<file path="config.mk">
export PLATFORM = sky130hd
export DESIGN_NAME = load_store_unit_flat
export DESIGN_NICKNAME = d
export VERILOG_FILES = /design/src/rtl/load_store_unit_pkg.sv /design/src/rtl/load_store_unit_if.sv /design/src/rtl/load_store_unit_lane_align.sv /design/src/rtl/load_store_unit.sv /design/src/flat_wrapper.sv
export SDC_FILE = /design/constraint.sdc
export NUM_CORES = 1
export LEC_CHECK = 0
export BUFFER_PORTS_ARGS = -buffer_cell sky130_fd_sc_hd__buf_2
export CELL_PAD_IN_SITES_DETAIL_PLACEMENT = 0
export CELL_PAD_IN_SITES_GLOBAL_PLACEMENT = 1
export CORE_AREA = 5 5 118 120
export DETAILED_ROUTE_END_ITERATION = 7
export DIE_AREA = 0 0 123 125
export PLACE_DENSITY = 0.87
export SLEW_MARGIN = 20
export SYNTH_ARGS = -nofsm -noshare
export SYNTH_HDL_FRONTEND = slang
export SYNTH_SLANG_ARGS = --single-unit
</file>
<file path="constraint.sdc">
create_clock -name clk -period 10.4 [get_ports clk]
set_input_delay 1.04 -clock clk [delete_from_list [all_inputs] [get_ports clk]]
set_output_delay 1.04 -clock clk [all_outputs]
set_load 0.02 [all_outputs]
</file>
<file path="src/rtl/load_store_unit_pkg.sv">
// Shared constants, state encoding and access-legality decode for the load/store unit.
package load_store_unit_pkg;

  localparam int LSU_ADDR_WIDTH     = 32;
  localparam int LSU_MEM_ADDR_WIDTH = 10;
  localparam int LSU_WORD_WIDTH     = 32;

  localparam logic [2:0] FUNCT3_LB  = 3'b000;
  localparam logic [2:0] FUNCT3_LH  = 3'b001;
  localparam logic [2:0] FUNCT3_LW  = 3'b010;
  localparam logic [2:0] FUNCT3_LBU = 3'b100;
  localparam logic [2:0] FUNCT3_LHU = 3'b101;
  localparam logic [2:0] FUNCT3_SB  = 3'b000;
  localparam logic [2:0] FUNCT3_SH  = 3'b001;
  localparam logic [2:0] FUNCT3_SW  = 3'b010;

  typedef enum logic {
    LSU_STATE_IDLE  = 1'b0,
    LSU_STATE_MERGE = 1'b1
  } lsu_state_e;

  // funct3[1:0] encodes the access size for every legal load and store.
  function automatic logic lsu_access_err(input logic we, input logic [2:0] funct3,
                                          input logic [1:0] addr_lo);
    logic illegal;
    logic misaligned;
    if (we)
      illegal = !(funct3 == FUNCT3_SB || funct3 == FUNCT3_SH || funct3 == FUNCT3_SW);
    else
      illegal = !(funct3 == FUNCT3_LB || funct3 == FUNCT3_LH || funct3 == FUNCT3_LW ||
                  funct3 == FUNCT3_LBU || funct3 == FUNCT3_LHU);
    case (funct3[1:0])
      2'b01:   misaligned = addr_lo[0];
      2'b10:   misaligned = |addr_lo;
      default: misaligned = 1'b0;
    endcase
    return illegal | misaligned;
  endfunction

endpackage

</file>
<file path="src/rtl/load_store_unit_if.sv">
// Pipeline request/response and data-memory bus of the load/store unit.
interface load_store_unit_if
  import load_store_unit_pkg::*;
#(
  parameter int ADDR_WIDTH     = LSU_ADDR_WIDTH,
  parameter int MEM_ADDR_WIDTH = LSU_MEM_ADDR_WIDTH,
  parameter int WORD_WIDTH     = LSU_WORD_WIDTH
);
  logic                      req_valid;
  logic                      req_ready;
  logic                      req_we;
  logic [2:0]                req_funct3;
  logic [ADDR_WIDTH-1:0]     req_addr;
  logic [WORD_WIDTH-1:0]     req_wdata;
  logic                      resp_valid;
  logic [WORD_WIDTH-1:0]     resp_rdata;
  logic                      resp_err;
  logic                      mem_wen;
  logic [2:0]                mem_type;
  logic [MEM_ADDR_WIDTH-1:0] mem_addr;
  logic [WORD_WIDTH-1:0]     mem_wd;
  logic [WORD_WIDTH-1:0]     mem_rd;

  modport slave (
    input  req_valid, req_we, req_funct3, req_addr, req_wdata, mem_rd,
    output req_ready, resp_valid, resp_rdata, resp_err,
    output mem_wen, mem_type, mem_addr, mem_wd
  );

  modport master (
    output req_valid, req_we, req_funct3, req_addr, req_wdata, mem_rd,
    input  req_ready, resp_valid, resp_rdata, resp_err,
    input  mem_wen, mem_type, mem_addr, mem_wd
  );
endinterface

</file>
<file path="src/rtl/load_store_unit_lane_align.sv">
// Combinational lane logic: load byte/half extract with extension, and store byte/half merge.
module load_store_unit_lane_align
  import load_store_unit_pkg::*;
(
  input  logic [LSU_WORD_WIDTH-1:0] ld_word,
  input  logic [1:0]                ld_offset,
  input  logic [2:0]                ld_funct3,
  output logic [LSU_WORD_WIDTH-1:0] ld_data,
  input  logic [LSU_WORD_WIDTH-1:0] st_word,
  input  logic [1:0]                st_offset,
  input  logic                      st_half,
  input  logic [15:0]               st_wdata,
  output logic [LSU_WORD_WIDTH-1:0] st_merged
);
  logic [7:0]  ld_byte;
  logic [15:0] ld_hw;

  always_comb begin
    ld_byte = ld_word[8*ld_offset +: 8];
    ld_hw   = ld_offset[1] ? ld_word[31:16] : ld_word[15:0];
    case (ld_funct3)
      FUNCT3_LB:  ld_data = {{24{ld_byte[7]}}, ld_byte};
      FUNCT3_LBU: ld_data = {24'd0, ld_byte};
      FUNCT3_LH:  ld_data = {{16{ld_hw[15]}}, ld_hw};
      FUNCT3_LHU: ld_data = {16'd0, ld_hw};
      default:    ld_data = ld_word;
    endcase
  end

  always_comb begin
    st_merged = st_word;
    if (st_half) begin
      if (st_offset[1]) st_merged[31:16] = st_wdata;
      else              st_merged[15:0]  = st_wdata;
    end else begin
      st_merged[8*st_offset +: 8] = st_wdata[7:0];
    end
  end
endmodule

</file>
<file path="src/rtl/load_store_unit.sv">
// Byte-addressed load/store front end for a word-indexed memory; SB/SH use read-modify-write.
module load_store_unit
  import load_store_unit_pkg::*;
#(
  parameter int ADDR_WIDTH     = LSU_ADDR_WIDTH,
  parameter int MEM_ADDR_WIDTH = LSU_MEM_ADDR_WIDTH,
  parameter int WORD_WIDTH     = LSU_WORD_WIDTH
)(
  input  logic            clk,
  input  logic            rst_n,
  load_store_unit_if.slave bus
);
  lsu_state_e                state;
  logic                      accept;
  logic                      req_err;
  logic                      sw_go;
  logic                      wen;
  logic [WORD_WIDTH-1:0]     ld_data;
  logic [WORD_WIDTH-1:0]     merged;
  logic                      vld_p1;
  logic                      resp_err_p1;
  logic [WORD_WIDTH-1:0]     resp_rdata_p1;
  logic [WORD_WIDTH-1:0]     word_p1;
  logic [MEM_ADDR_WIDTH-1:0] addr_p1;
  logic [1:0]                off_p1;
  logic                      half_p1;
  logic [15:0]               wdata_p1;
  logic                      unused_addr_hi;

  assign unused_addr_hi = ^bus.req_addr[ADDR_WIDTH-1:MEM_ADDR_WIDTH+2];

  assign bus.req_ready = (state == LSU_STATE_IDLE);
  assign accept        = bus.req_valid && bus.req_ready;
  assign req_err       = lsu_access_err(bus.req_we, bus.req_funct3, bus.req_addr[1:0]);
  assign sw_go         = accept && bus.req_we && !req_err && (bus.req_funct3 == FUNCT3_SW);

  load_store_unit_lane_align u_align (
    .ld_word   (bus.mem_rd),
    .ld_offset (bus.req_addr[1:0]),
    .ld_funct3 (bus.req_funct3),
    .ld_data   (ld_data),
    .st_word   (word_p1),
    .st_offset (off_p1),
    .st_half   (half_p1),
    .st_wdata  (wdata_p1),
    .st_merged (merged)
  );

  // Memory port: held RMW write in MERGE, otherwise follows the live request.
  always_comb begin
    wen          = 1'b0;
    bus.mem_addr = bus.req_addr[MEM_ADDR_WIDTH+1:2];
    bus.mem_wd   = '0;
    if (state == LSU_STATE_MERGE) begin
      wen          = 1'b1;
      bus.mem_addr = addr_p1;
      bus.mem_wd   = merged;
    end else if (sw_go) begin
      wen        = 1'b1;
      bus.mem_wd = bus.req_wdata;
    end
    bus.mem_wen  = wen;
    bus.mem_type = wen ? FUNCT3_SW : FUNCT3_LW;
  end

  // Stage p1: FSM and registered response.
  always_ff @(posedge clk or negedge rst_n) begin
    if (!rst_n) begin
      state         <= LSU_STATE_IDLE;
      vld_p1        <= 1'b0;
      resp_err_p1   <= 1'b0;
      resp_rdata_p1 <= '0;
    end else begin
      vld_p1        <= 1'b0;
      resp_err_p1   <= 1'b0;
      resp_rdata_p1 <= '0;
      case (state)
        LSU_STATE_IDLE: begin
          if (accept) begin
            if (req_err) begin
              vld_p1      <= 1'b1;
              resp_err_p1 <= 1'b1;
            end else if (!bus.req_we) begin
              vld_p1        <= 1'b1;
              resp_rdata_p1 <= ld_data;
            end else if (bus.req_funct3 == FUNCT3_SW) begin
              vld_p1 <= 1'b1;
            end else begin
              state <= LSU_STATE_MERGE;
            end
          end
        end
        LSU_STATE_MERGE: begin
          state  <= LSU_STATE_IDLE;
          vld_p1 <= 1'b1;
        end
        default: state <= LSU_STATE_IDLE;
      endcase
    end
  end

  // RMW operand latches; only meaningful while MERGE is entered.
  always_ff @(posedge clk) begin
    if (accept && bus.req_we && !req_err && (bus.req_funct3 != FUNCT3_SW)) begin
      word_p1  <= bus.mem_rd;
      addr_p1  <= bus.req_addr[MEM_ADDR_WIDTH+1:2];
      off_p1   <= bus.req_addr[1:0];
      half_p1  <= bus.req_funct3[0];
      wdata_p1 <= bus.req_wdata[15:0];
    end
  end

  assign bus.resp_valid = vld_p1;
  assign bus.resp_err   = resp_err_p1;
  assign bus.resp_rdata = resp_rdata_p1;
endmodule

</file>
<file path="src/flat_wrapper.sv">
// flat-port wrapper written by rule: the top's interface ports become plain ports
module load_store_unit_flat import load_store_unit_pkg::*;
#(
  parameter int ADDR_WIDTH     = LSU_ADDR_WIDTH,
  parameter int MEM_ADDR_WIDTH = LSU_MEM_ADDR_WIDTH,
  parameter int WORD_WIDTH     = LSU_WORD_WIDTH
)
  (clk, rst_n, bus_req_valid, bus_req_we, bus_req_funct3, bus_req_addr, bus_req_wdata, bus_mem_rd, bus_req_ready, bus_resp_valid, bus_resp_rdata, bus_resp_err, bus_mem_wen, bus_mem_type, bus_mem_addr, bus_mem_wd);
  load_store_unit_if #(.ADDR_WIDTH(ADDR_WIDTH), .MEM_ADDR_WIDTH(MEM_ADDR_WIDTH), .WORD_WIDTH(WORD_WIDTH)) bus_i ();
  input  logic clk;
  input  logic rst_n;
  input wire logic [$bits(bus_i.req_valid)-1:0] bus_req_valid;
  input wire logic [$bits(bus_i.req_we)-1:0] bus_req_we;
  input wire logic [$bits(bus_i.req_funct3)-1:0] bus_req_funct3;
  input wire logic [$bits(bus_i.req_addr)-1:0] bus_req_addr;
  input wire logic [$bits(bus_i.req_wdata)-1:0] bus_req_wdata;
  input wire logic [$bits(bus_i.mem_rd)-1:0] bus_mem_rd;
  output wire logic [$bits(bus_i.req_ready)-1:0] bus_req_ready;
  output wire logic [$bits(bus_i.resp_valid)-1:0] bus_resp_valid;
  output wire logic [$bits(bus_i.resp_rdata)-1:0] bus_resp_rdata;
  output wire logic [$bits(bus_i.resp_err)-1:0] bus_resp_err;
  output wire logic [$bits(bus_i.mem_wen)-1:0] bus_mem_wen;
  output wire logic [$bits(bus_i.mem_type)-1:0] bus_mem_type;
  output wire logic [$bits(bus_i.mem_addr)-1:0] bus_mem_addr;
  output wire logic [$bits(bus_i.mem_wd)-1:0] bus_mem_wd;
  assign bus_i.req_valid = bus_req_valid;
  assign bus_i.req_we = bus_req_we;
  assign bus_i.req_funct3 = bus_req_funct3;
  assign bus_i.req_addr = bus_req_addr;
  assign bus_i.req_wdata = bus_req_wdata;
  assign bus_i.mem_rd = bus_mem_rd;
  assign bus_req_ready = bus_i.req_ready;
  assign bus_resp_valid = bus_i.resp_valid;
  assign bus_resp_rdata = bus_i.resp_rdata;
  assign bus_resp_err = bus_i.resp_err;
  assign bus_mem_wen = bus_i.mem_wen;
  assign bus_mem_type = bus_i.mem_type;
  assign bus_mem_addr = bus_i.mem_addr;
  assign bus_mem_wd = bus_i.mem_wd;
  load_store_unit #(.ADDR_WIDTH(ADDR_WIDTH), .MEM_ADDR_WIDTH(MEM_ADDR_WIDTH), .WORD_WIDTH(WORD_WIDTH)) u_core (.clk(clk), .rst_n(rst_n), .bus(bus_i));
endmodule
</file>
# Word level (Yosys, flattened, before mapping)
# Cells that the tools add are included.
# Widths: inputs -> output; s select.
[word_totals] reg_bits=96 inputBits=103 elab_cells=66 output_inout_bits=81
[classes] eq_ne=7 reduce_logical=14 n_bitwise=2 mux=30 addsub=1 shift=3
[op_table] cell="$mux 32" count=7
[op_table] cell="$pmux 32 s4" count=1
[op_table] cell="$mux 16" count=3
[op_table] cell="$neg 5->34" count=1
[op_table] cell="$shift 8x34->32 const A" count=1
[op_table] cell="$shiftx 8x34->32" count=1
[op_table] cell="$bwmux 32" count=1
[op_table] cell="$shiftx 32x6->8" count=1
[op_table] cell="$mux 1" count=14
[op_table] cell="$mux 10" count=1
[op_table] cell="$eq 3x3->1 const B" count=2
[op_table] cell="$pmux 1 s2" count=3
[op_table] cell="$logic_and 1x1->1" count=5
[op_table] cell="$logic_or 1x1->1" count=4
[op_table] cell="$eq 3x1->1 const B" count=1
[op_table] cell="$eq 3x2->1 const B" count=1
[op_table] cell="$logic_not 1->1" count=3
[op_table] cell="$logic_not 3->1" count=1
[op_table] cell="$ne 3x2->1 const B" count=1
[op_table] cell="$eq 2x1->1 const B" count=1
[op_table] cell="$eq 2x2->1 const B" count=1
[op_table] cell="$reduce_or 2->1" count=1
[op_table] cell="$not 1->1" count=1
[op_table] cell="$or 1x1->1" count=1

# Depth between registers and ports, before layout
[logic_depth] ltp_word=13 depth_mapped=9 mapped_depth_nobuf=6

# Hierarchy
# Synthesis repeated with hierarchy kept, for this count alone.
[hier_totals] cells_unflattened=469 area_unflattened_um2=5446.5
[by_module_without_submodules] module="load_store_unit" cells_per_inst=212 seq_area_each_um2=2707.6 area_per_inst_um2=3623.5 n_inst=1
[by_module_without_submodules] module="load_store_unit_lane_align" cells_per_inst=257 seq_area_each_um2=0.0 area_per_inst_um2=1823.0 n_inst=1

# Least setup slack after synthesis
# No wires, ideal clock.
[synth_timing] kind="input -> register" from="input port bus_req_funct3[0]" to="register u_core.addr_p1[0] (enable)" n_path_buf=1 slack_ns=3.372 stages=6 setup_ns=0.568 arrival_ns=6.460 required_time_ns=9.832 cell_sequence="inv_1 ha_1 buf_2 nor2_2 or4b_4 nor3b_1"
[synth_via] elab_chain_cells=11 word_cells_on_any_way=20 cone_classes="7 x eq/ne; 2 x mux; 1 x bitwise; 10 x reduce/logical"
[synth_lines] element="from (decl)" line="flat_wrapper.sv:14" source="input wire logic [$bits(bus_i.req_funct3)-1:0] bus_req_funct3;"
[synth_lines] element="$eq 3x1->1 or $logic_not 3->1 (tied branches)" line="load_store_unit_pkg.sv:28, load_store_unit_pkg.sv:30"
[synth_lines] element="$logic_or 1x1->1 (2 in series)" line="load_store_unit_pkg.sv:28, load_store_unit_pkg.sv:30"
[synth_lines] element="$logic_or 1x1->1" line="load_store_unit_pkg.sv:30" source="illegal = !(funct3 == FUNCT3_LB || funct3 == FUNCT3_LH || funct3 == FUNCT3_LW ||"
[synth_lines] element="$logic_or 1x1->1" line="load_store_unit_pkg.sv:31" source="funct3 == FUNCT3_LBU || funct3 == FUNCT3_LHU);"
[synth_lines] element="$logic_not 1->1" line="load_store_unit_pkg.sv:30"
[synth_lines] element="$mux 1" line="load_store_unit_pkg.sv:27" source="if (we)"
[synth_lines] element="$or 1x1->1" line="load_store_unit_pkg.sv:37" source="return illegal | misaligned;"
[synth_lines] element="$logic_not 1->1" line="load_store_unit.sv:104" source="if (accept && bus.req_we && !req_err && (bus.req_funct3 != FUNCT3_SW)) begin"
[synth_lines] element="$logic_and 1x1->1" line="load_store_unit.sv:104"
[synth_lines] element="$logic_and 1x1->1 *" line="load_store_unit.sv:104"
[synth_lines] element="to (signal assigned)" line="load_store_unit.sv:106" source="addr_p1 <= bus.req_addr[MEM_ADDR_WIDTH+1:2];"
[synth_lines] element="to (decl)" line="load_store_unit.sv:24" source="logic [MEM_ADDR_WIDTH-1:0] addr_p1;"
# Every way passes the cells marked *; elsewhere a longest branch is shown, timed or not.
# A chain may end at the register's enable or synchronous reset.

# Worst setup path after layout
[layout_timing] from="register u_core.off_p1[1]" to="output port bus_mem_wd[12]"
[layout_via] elab_chain_cells=5 word_cells_on_any_way=7 cone_classes="1 x add/sub; 2 x shift; 4 x mux"
[layout_lines] element="from (decl)" line="load_store_unit.sv:25" source="logic [1:0] off_p1;"
[layout_lines] element="from (signal assigned)" line="load_store_unit.sv:107" source="off_p1 <= bus.req_addr[1:0];"
[layout_lines] element="$neg 5->34" line="load_store_unit_lane_align.sv:36" source="st_merged[8*st_offset +: 8] = st_wdata[7:0];"
[layout_lines] element="$shiftx 8x34->32 or $shift 8x34->32 (tied branches)" line="load_store_unit_lane_align.sv:36"
[layout_lines] element="$bwmux 32" line="load_store_unit_lane_align.sv:36"
[layout_lines] element="$mux 32 *" line="load_store_unit_lane_align.sv:32" source="if (st_half) begin"
[layout_lines] element="$mux 32 *" line="load_store_unit.sv:54" source="if (state == LSU_STATE_MERGE) begin"
[layout_lines] element="to (decl)" line="flat_wrapper.sv:25" source="output wire logic [$bits(bus_i.mem_wd)-1:0] bus_mem_wd;"
# Marks and branches as above.

==> summary by stage <==
Place
Detailed placement ended at an HPWL of 11400 um. The final estimated routing congestion in global placement is 0.791. Buffers placed on the I/O ports in this run total 160. The post-placement worst setup slack is 6500 ps.

Yosys
Of the post-synthesis cell area, the dominant cell type holds 34.8%. The number of flops mapped to enable cells by yosys is 61. The sequential share of the synthesized area is 51.5%. The mean cell area of the mapped netlist is 11.8 um2.

The flop and latch count out of synthesis is 96. The total of warnings raised by yosys is 0. The post-synthesis instance area is 5260 um2. The library cell occupying the most area in the post-synthesis netlist is edfxtp_1. Ranked by total cell area, the synthesized netlist is headed by edfxtp_1 (35%), dfrtp_1 (17%), mux2i_1 (8.0%). In the synthesized netlist the async set-or-reset flop fraction comes to 36.5%. The number of distinct standard cells referenced by the synthesized netlist is 50. Among all flip-flop cells after synthesis, the most frequent one is edfxtp_1. The post-synthesis cell count is 447.

Global route
The via count of the first global-routing pass is 4363. Global routing finished with a remaining overflow of 0. The number of antenna violations at the first check in global routing was 1.

The maximum number of pins on one net before global-route repair is 66. The total routing usage reported by global routing is 19.6%. The wire length of the first global-routing pass is 23500 um.

Hold path
The class of the worst hold path is primary input to asynchronous set/reset pin.

Pwr
VDD sags by at most 0.0000721 V. In this run the power density over the cells is 132 nW/um2. The leakage power summed over all cells is 2.89 nW.

STA
Setup repair after global routing left no endpoint under its margin. Derived from the worst setup path, the maximum achievable clock frequency is 233 MHz. The final max-slew violation count is 0. Summed over all failing endpoints, the final setup total negative slack is 0 ps. The final critical path takes up 41.3% of the cycle.

The largest clock skew in the final design is 2.83 ps. At the pin with the least slew margin, the transition time is 1110 ps. Setup violations remaining at the end of the flow were counted as 0. For the finished layout, the period the worst path requires is 4300 ps. In this run the tightest slew margin relative to its limit is 25.6%. The number of endpoints with negative hold slack in the final report came to 0. The least setup slack across all paths after layout is 6100 ps.

Detailed routing
The wire length per cell after detailed routing is 19.8 um. The remaining antenna violation count is 0. The total DRC errors in the routed layout is 0.

For this block, the initial DRC count from the detailed router was 475. The detailed-route wire length is 15300 um. The average vias per placed instance is 5.56. Before antenna repair, the detailed router went through 5 iterations. The routed layout has 4288 vias.

Floorplan
For this configuration, the core starts out at a cell density of 40.9%. The row count is 42. The area enclosed by the die boundary is 15400 um2. The die outline width is 123 um.

The number of I/O pins is 184. In this run the standard cell core region covers 12900 um2. The die outline height is 125 um.

Critical path
The data arrival time of the critical path is 3260 ps. The cell class contributing the biggest share of worst-path delay is simple AND/OR/NAND/NOR gates. The worst setup path is captured at an output pin. The number of buffer and inverter stages on the critical path is 3. The start-to-end type of the worst setup path is register to output pin.

The delay of the slowest cell on the worst path is 840 ps. STA puts the critical path data required time at 9360 ps. The slowest stage of the critical path is the nor3_1 cell. The kind of start point of the critical path is a register. The signal on the critical path passes through buf_4 > inv_1 > ha_1 > nand2_1 > nor3_1 > a221o_1 > a22o_1 > buf_2.

Along the worst path, the maximum fanout reaches 35.

Clock tree
The TritonCTS buffer count is 9. After clock tree synthesis, the flow added hold-fix buffers numbering 0. TritonCTS built the clock tree. The number of buffers between clock root and the deepest sink is 2. The clock latency reported for the late side of the worst-skew pair is 340 ps. The number of instances resized during post-cts repair is 0. The number of setup buffers added after CTS is 0. The H-tree generated during clock tree synthesis spans 3 levels. The number of sinks on the clock net is 96. The root buffer cell chosen for the clock tree is clkbuf_16. Clock-pin slew was measured on the worst setup and hold paths at 60 ps.

Run
The tool flagged a number of max-cap violations equal to 0.

Cells and area
The layout overhead on the synthesized area is 22.2%. The end-of-flow core utilization is 49.9%. After the last flow step, the layout net total stands at 701.

Cells with a size suffix above 1 make up 36.9% of the layout.

Status
The flow ran to the end, and the final reports show no timing, DRC or antenna violations.
-- cells in the mapped netlist, types with 9 or more instances --
cell / n
edfxtp_1: 61
ha_1: 9
a22o_1: 31
o21ai_0: 22
mux2i_1: 42
buf_2: 9
a21oi_1: 53
dfrtp_1: 35
mux2_2: 12
a221o_1: 30
inv_1: 14
nor2_1: 10
a21oi_2: 10
clkbuf_1: 14
nand2_1: 31
-- worst paths after layout --
check,startpoint,to,slack (ps),cells past startpoint
max,u_core.off_p1[1]$_DFFE_PP_,bus_mem_wd[12],6100,8
min,rst_n,u_core.bus.resp_rdata[18]$_DFF_PN0_,800,1
max reg2reg,u_core.state$_DFF_PN0_,u_core.word_p1[27]$_DFFE_PP_,8190,3
min reg2reg,u_core.state$_DFF_PN0_,u_core.bus.resp_valid$_DFF_PN0_,880,1
max in group asynchronous,rst_n,u_core.bus.resp_rdata[4]$_DFF_PN0_,9080,1
min in group clk,u_core.state$_DFF_PN0_,u_core.bus.resp_valid$_DFF_PN0_,880,1
-- report_power, final --
part	switching, mW	total (mW)	leakage (nW)	internal [mW]
combinational	0.0679	0.107	1.72	0.0390
sequential	0.00425	0.420	1.03	0.416
clock	0.132	0.323	0.144	0.191
total	0.204	0.850	2.89	0.646
-- worst register-to-register path: cells and delay by family (launching register included) --
kind                   cells  cell delay (ps)
DFF                        1              590
buffers and inverters      1              630
and+or+nand+nor            2              580
-- per-stage QoR --
stage	std cells	total power, mW	cell area (um2)	hold slack, ps
after floorplan	448	0.490	5270	715
after global placement	754	0.531	6130	849
after detailed placement	754	0.534	6140	876
after CTS	770	0.857	6430	816
after global routing	771	0.887	6430	844
final	771	0.850	6430	801
-- layer usage --
metal | global-route usage, % | up-vias | wire length (um)
met4 | 6.91 | 0 | 385
met2 | 32.5 | 164 | 7480
met3 | 4.88 | 27 | 1000
met5 | 0 | - | 0
li1 | - | 2002 | -
met1 | 24.9 | 2095 | 6400
-- kinds of logic after synthesis --
kind of cell | count (synthesis) | synth area share (%)
AO/OA/AOI/OAI | 166 | 23.7
adder cells (fa/ha/maj) | 9 | 2.14
buffers and inverters | 53 | 5.14
flip-flops | 96 | 51.5
multiplexers | 54 | 10.6
other | 2 | 0.143
AND/OR/NAND/NOR | 67 | 6.92
-- layout make-up --
| cell class | instances | area, um2 |
|---|---|---|
| Fill cell | 1152 | 6440 |
| Sequential cell | 96 | 2710 |
| Multi-Input combinational cell | 299 | 2300 |
| Timing Repair Buffer | 166 | 846 |
| Clock buffer | 12 | 246 |
| Tap cell | 176 | 220 |
| Inverter | 17 | 63.8 |
| Clock inverter | 4 | 43.8 |
| Antenna cell | 1 | 2.50 |
-- flip-flops by register name (all words and copies together) (netlist names) --
signal,cells
u_core.bus.resp_err,1
u_core.addr_p1,10
u_core.state,1
u_core.off_p1,2
u_core.wdata_p1,16
u_core.half_p1,1
u_core.bus.resp_valid,1
u_core.word_p1,32
u_core.bus.resp_rdata,32
-- cells in the final DEF (no fill, tap or decap), drive strengths merged, types with 2 or more instances in the layout --
cell / netlist / layout
a211oi: 2 / 2
a21oi: 63 / 63
a221o: 30 / 30
a221oi: 7 / 7
a22o: 31 / 31
buf: 22 / 166
clkbuf: 14 / 12
clkinv: 1 / 4
conb: 2 / 3
dfrtp: 35 / 35
edfxtp: 61 / 61
ha: 9 / 9
inv: 16 / 16
mux2: 12 / 12
mux2i: 42 / 42
nand2: 32 / 32
nand2b: 9 / 9
nand3b: 2 / 2
nor2: 11 / 11
nor3: 3 / 3
nor3b: 4 / 4
nor4bb: 2 / 2
o21ai: 23 / 23
o22ai: 2 / 2
or2: 2 / 2
Power figures use the tool's default switching activity.
